**src/rtl/seg_scan_driver.sv**
```systemverilog
// Time-multiplexed seven-segment scanner with load shadowing and a one-cycle dead slot per digit.
// Optional per-digit blink is compiled in with `define SEG_SCAN_BLINK_EN.
module seg_scan_driver #(
    parameter int DIGITS       = 8,
    parameter int SCAN_DIV     = 100000,
    parameter int BLINK_FRAMES = 250
) (
    input  logic                  clk,
    input  logic                  rst_n,
    input  logic [4*DIGITS-1:0]   digit_val,
    input  logic [DIGITS-1:0]     digit_en,
    input  logic [DIGITS-1:0]     dp,
`ifdef SEG_SCAN_BLINK_EN
    input  logic [DIGITS-1:0]     blink,
`endif
    input  logic                  load,
    output logic [7:0]            seg_ctrl,
    output logic [DIGITS-1:0]     seg_out,
    output logic                  frame_start
);

    localparam int IDX_W = (DIGITS > 1) ? $clog2(DIGITS) : 1;
    localparam int CNT_W = $clog2(SCAN_DIV);
    localparam logic [CNT_W-1:0] CNT_LAST = CNT_W'(SCAN_DIV - 1);
    localparam logic [IDX_W-1:0] IDX_LAST = IDX_W'(DIGITS - 1);

    if (DIGITS < 1 || DIGITS > 8) begin : g_bad_digits
        $error("DIGITS must be 1..8");
    end
    if (SCAN_DIV < 2) begin : g_bad_div
        $error("SCAN_DIV must be at least 2");
    end
    if (BLINK_FRAMES < 1) begin : g_bad_blink
        $error("BLINK_FRAMES must be at least 1");
    end

    logic [CNT_W-1:0]    cnt_reg, cnt_next;
    logic [IDX_W-1:0]    idx_reg, idx_next;
    logic [4*DIGITS-1:0] shadow_val_reg;
    logic [DIGITS-1:0]   shadow_en_reg;
    logic [DIGITS-1:0]   shadow_dp_reg;
    logic [7:0]          seg_ctrl_reg, seg_ctrl_next;
    logic [DIGITS-1:0]   seg_out_reg, seg_out_next;
    logic                frame_start_reg, frame_start_next;
    logic                phase_blank;
    logic [3:0]          nib [DIGITS];

    function automatic logic [7:0] hex7(input logic [3:0] v);
        case (v)
            4'h0: hex7 = 8'hFC;  4'h1: hex7 = 8'h60;
            4'h2: hex7 = 8'hDA;  4'h3: hex7 = 8'hF2;
            4'h4: hex7 = 8'h66;  4'h5: hex7 = 8'hB6;
            4'h6: hex7 = 8'hBE;  4'h7: hex7 = 8'hE0;
            4'h8: hex7 = 8'hFE;  4'h9: hex7 = 8'hF6;
            4'hA: hex7 = 8'hEE;  4'hB: hex7 = 8'h3E;
            4'hC: hex7 = 8'h9C;  4'hD: hex7 = 8'h7A;
            4'hE: hex7 = 8'h9E;  default: hex7 = 8'h8E;
        endcase
    endfunction

    for (genvar gi = 0; gi < DIGITS; gi++) begin : g_nib
        assign nib[gi] = shadow_val_reg[4*gi +: 4];
    end

`ifdef SEG_SCAN_BLINK_EN
    localparam int FR_W = (BLINK_FRAMES > 1) ? $clog2(BLINK_FRAMES) : 1;
    localparam logic [FR_W-1:0] FR_LAST = FR_W'(BLINK_FRAMES - 1);

    logic [DIGITS-1:0] shadow_blink_reg;
    logic [FR_W-1:0]   frame_cnt_reg;
    logic              phase_reg;

    // Frame counter steps at the last cycle of a frame so the new phase applies from slot 0 onward.
    always_ff @(posedge clk or negedge rst_n) begin
        if (!rst_n) begin
            shadow_blink_reg <= '0;
            frame_cnt_reg    <= '0;
            phase_reg        <= 1'b0;
        end else begin
            if (load)
                shadow_blink_reg <= blink;
            if (cnt_reg == CNT_LAST && idx_reg == IDX_LAST) begin
                if (frame_cnt_reg == FR_LAST) begin
                    frame_cnt_reg <= '0;
                    phase_reg     <= ~phase_reg;
                end else begin
                    frame_cnt_reg <= frame_cnt_reg + 1'b1;
                end
            end
        end
    end

    assign phase_blank = phase_reg & shadow_blink_reg[idx_reg];
`else
    assign phase_blank = 1'b0;
`endif

    always_comb begin
        cnt_next = (cnt_reg == CNT_LAST) ? '0 : cnt_reg + 1'b1;
        idx_next = idx_reg;
        if (cnt_reg == CNT_LAST)
            idx_next = (idx_reg == IDX_LAST) ? '0 : idx_reg + 1'b1;
    end

    always_comb begin
        seg_out_next     = '0;
        seg_ctrl_next    = '0;
        frame_start_next = (cnt_reg == '0) && (idx_reg == '0);
        if (cnt_reg != '0 && shadow_en_reg[idx_reg] && !phase_blank) begin
            seg_out_next  = DIGITS'(1) << idx_reg;
            seg_ctrl_next = hex7(nib[idx_reg]) | {7'b0, shadow_dp_reg[idx_reg]};
        end
    end

    always_ff @(posedge clk or negedge rst_n) begin
        if (!rst_n) begin
            cnt_reg         <= '0;
            idx_reg         <= '0;
            shadow_val_reg  <= '0;
            shadow_en_reg   <= '0;
            shadow_dp_reg   <= '0;
            seg_ctrl_reg    <= '0;
            seg_out_reg     <= '0;
            frame_start_reg <= 1'b0;
        end else begin
            cnt_reg         <= cnt_next;
            idx_reg         <= idx_next;
            seg_ctrl_reg    <= seg_ctrl_next;
            seg_out_reg     <= seg_out_next;
            frame_start_reg <= frame_start_next;
            if (load) begin
                shadow_val_reg <= digit_val;
                shadow_en_reg  <= digit_en;
                shadow_dp_reg  <= dp;
            end
        end
    end

    assign seg_ctrl    = seg_ctrl_reg;
    assign seg_out     = seg_out_reg;
    assign frame_start = frame_start_reg;

endmodule
```
**config.mk**
```make
export PLATFORM = sky130hd
export DESIGN_NAME = seg_scan_driver
export DESIGN_NICKNAME = d
export VERILOG_FILES = /design/src/rtl/seg_scan_driver.sv
export SDC_FILE = /design/constraint.sdc
export NUM_CORES = 1
export LEC_CHECK = 0
export ABC_AREA = 1
export CAP_MARGIN = 10
export CORE_ASPECT_RATIO = 1.25
export CORE_MARGIN = 3
export CORE_UTILIZATION = 31
export DETAILED_ROUTE_END_ITERATION = 6
export PLACE_DENSITY_LB_ADDON = 0.08
export SYNTH_ARGS = -nofsm -noshare
export SYNTH_HDL_FRONTEND = slang
export SYNTH_SLANG_ARGS = --single-unit
```
**constraint.sdc**
```tcl
create_clock -name clk -period 2.35 [get_ports clk]
set_input_delay 0.3525 -clock clk [delete_from_list [all_inputs] [get_ports clk]]
set_output_delay 0.3525 -clock clk [all_outputs]
set_load 0.02 [all_outputs]
```
==> qor.csv, run 1 <==
metric;value;unit
p_leak;2.64;nW
combPwrFrac;0.132;
fin_setup_tns;0;ns
synth_top_area_cell;dfrtp_1;
crit_buf_inv;3;
tightest_slew;0.734;ns
clockRootBuffer;clkbuf_16;
cp_slowest_stage_delay;0.37;ns
synthesis.area;0.00434;mm²
ys_warn_count;0;
clock.fmax;499;MHz
dr.pass1.iters;4;
critical_path.top_delay_family;simple AND/OR/NAND/NOR gates;
largest_reg_flops;32;
cts_setup_buffers;0;
post-route-period-util;0.853;
htreeDepth;3;
drt_wl_total;10300;µm
syn_avg_cell_area;8.63;µm²
final_common_cell;nand2_1;
cp_slowest_cell;dfrtp_1;
core-area;0.0135;mm²
hpwl;8050;µm
crit_path_frequent_cell;nand2_1;
wl_per_cell;13.7;µm
cts_resized;0;
antenna_found_initial;0;
slew_headroom;0.510;
worstSetupPathType;flip-flop to flip-flop;
clk_pin_slew;0.06;ns
synth_top_area_frac;0.490;
grt_util_all_layers;0.139;
grt.overflow.total;0;
fp.dieH;138;µm
min_period;2.00;ns
seq_power_share;0.467;
hp-class;input port to asynchronous set/reset pin;
gp_congestion;0.891;
ant_nets;0;
required;2.62;ns
final_area;0.00549;mm²
syn_to_final_growth;26.5;%
critical_path_peak_fanout;19;
synthTopCellsByArea;dfrtp_1 49%, nand2_1 9.9%, inv_1 5.9%, mux2_2 4.9%, o21ai_0 4.4%;
rows;47;
syn_inst;503;
p_int;0.00254;W
mostFrequentLayoutCells;114 x nand2_1, 85 x dfrtp_1, 68 x inv_1;
rsz0062_at_grt;no;
grt_pass1_vias;3579;
drive_above_1_share;0.141;
drc;0;
n_antenna_cell;0;
net-switching-power;0.000890;W
cts_tree;built;
cts_sinks;85;
final_core_util;0.408;
start_util;0.322;
startpoint_type;flip-flop;
finalNetCount;640;
grt_start_max_net_pins;53;
io_pins;68;
dieArea;0.0155;mm²
maxSlewViolCount;0;
synth_nets;568;
crit_chain;buf_4, nand2_1, nand3_1, nand2_1, o21ai_2, inv_1, ha_1, inv_1, nand3_1, nand3_2, nand2_1, nor2_1;
yosysSeqAreaShare;0.490;
total_power;0.00343;W
die-width;112;µm
clock_latency;0.34;ns
setup_violations;0;
critPathArrivalTime;2.27;ns
ys_types;31;
power_density;624;mW/mm²
clockPowerShare;0.401;
max-cap-violations;0;
ys_ff_latch;85;
cts_buffer_depth;2;
cts_buffers;9;
hold_viol_final;0;
switching_share;0.260;
grt_pass1_wl;17500;µm
fin_skew;0.00869;ns
io_buffer_count;67;
placed_cell_area;0.00519;mm²
vias;3428;
cp-end-kind;flip-flop;
vias_per_cell;4.56;
ir_drop;0.000296;V
status;finished clean;
drtIter0Drc;201;
## per-stage QoR
stage	hold slack (ns)	setup slack, ns	std cells
final	0.501	0.345	751
after detailed placement	0.336	0.363	734
after CTS	0.509	0.348	751
after global routing	0.536	0.136	751
after floorplan	0.0569	0.579	503
after global placement	0.336	0.441	734
## synthesized netlist by cell type (all sizes together)
cell and instances:
nand2 124, xor2 8, nand3 44, buf 13, inv 75, dfrtp 85, nor4 3, clkinv 1
a21oi 14, ha 14, o21ai 47, mux2 19, nor3b 1, nand4 5, nor2 40, clkbuf 3
nor3 7
## power by group through the flow
stage	registers, W	clock network (W)	logic [W]
after floorplan	0.00164	0	0.000212
after global placement	0.00163	0	0.000461
after global routing	0.00161	0.00148	0.000510
final	0.00160	0.00137	0.000452
after detailed placement	0.00163	0	0.000460
after CTS	0.00160	0.00142	0.000464
## path summary, 6_finish.rpt
check | depth (start not counted) | start | end | slack (ns)
setup / recovery | 12 | idx_reg[0] | seg_ctrl[7] | 0.35
hold / removal | 2 | rst_n | cnt_reg[15] | 0.50
setup reg to reg | 12 | idx_reg[0] | seg_ctrl[7] | 0.35
hold reg to reg | 1 | cnt_reg[0] | cnt_reg[0] | 0.51
max in group asynchronous | 3 | rst_n | shadow_val_reg[19] | 1.21
min in group clk | 1 | cnt_reg[0] | cnt_reg[0] | 0.51
## routing by layer
layer | wire [µm] | share of wire | up-vias | GRT usage
met5 | 0 | 0 | - | 0
met4 | 197 | 0.019 | 0 | 0.0628
met3 | 330 | 0.032 | 15 | 0.0201
met2 | 5010 | 0.49 | 73 | 0.232
met1 | 4720 | 0.46 | 1596 | 0.180
li1 | - | - | 1744 | -
## worst reg2reg max path, stage by stage, from the launching register on
cell and delay [ns]:
dfrtp_1 0.37, buf_4 0.24, nand2_1 0.09, nand3_1 0.08, nand2_1 0.06, o21ai_2 0.29, inv_1 0.12, ha_1 0.28
inv_1 0.08, nand3_1 0.11, nand3_2 0.09, nand2_1 0.05, nor2_1 0.08
## layout make-up
| type | count | area (µm²) |
|---|---|---|
| multi-input combinational | 326 | 1820 |
| clock buffer | 10 | 239 |
| sequential | 85 | 2130 |
| clock inverter | 6 | 52.6 |
| inverter | 76 | 293 |
| timing repair buffer | 77 | 753 |
| tap | 171 | 214 |
| fill | 1374 | 7970 |
## cell families (layout without fill, tap and decap cells)
logic type / after synthesis / in the layout / synth area share
muxes: 19 / 19 / 0.0493
adders and majority gates: 14 / 14 / 0.0403
and+or+nand+nor: 224 / 224 / 0.238
DFF: 85 / 85 / 0.490
buffers and inverters: 92 / 169 / 0.0919
xor gates and xnor gates: 8 / 8 / 0.0161
AOI/OAI and AO/OA: 61 / 61 / 0.0746
## what timing repair did
action | in CTS | in global routing
setup endpoints to repair | 0 | 0
hold buffers | 1 | 0
endpoints found under the hold margin | 33 | 0
(Power assumes the default switching activity.)
==> inputs of run 2 (changes only) <==
Settings changed: CTS_CLUSTER_SIZE set to 16.
==> results of run 2 <==
No change in the layout: final DEF, timing and power equal those of run 1.
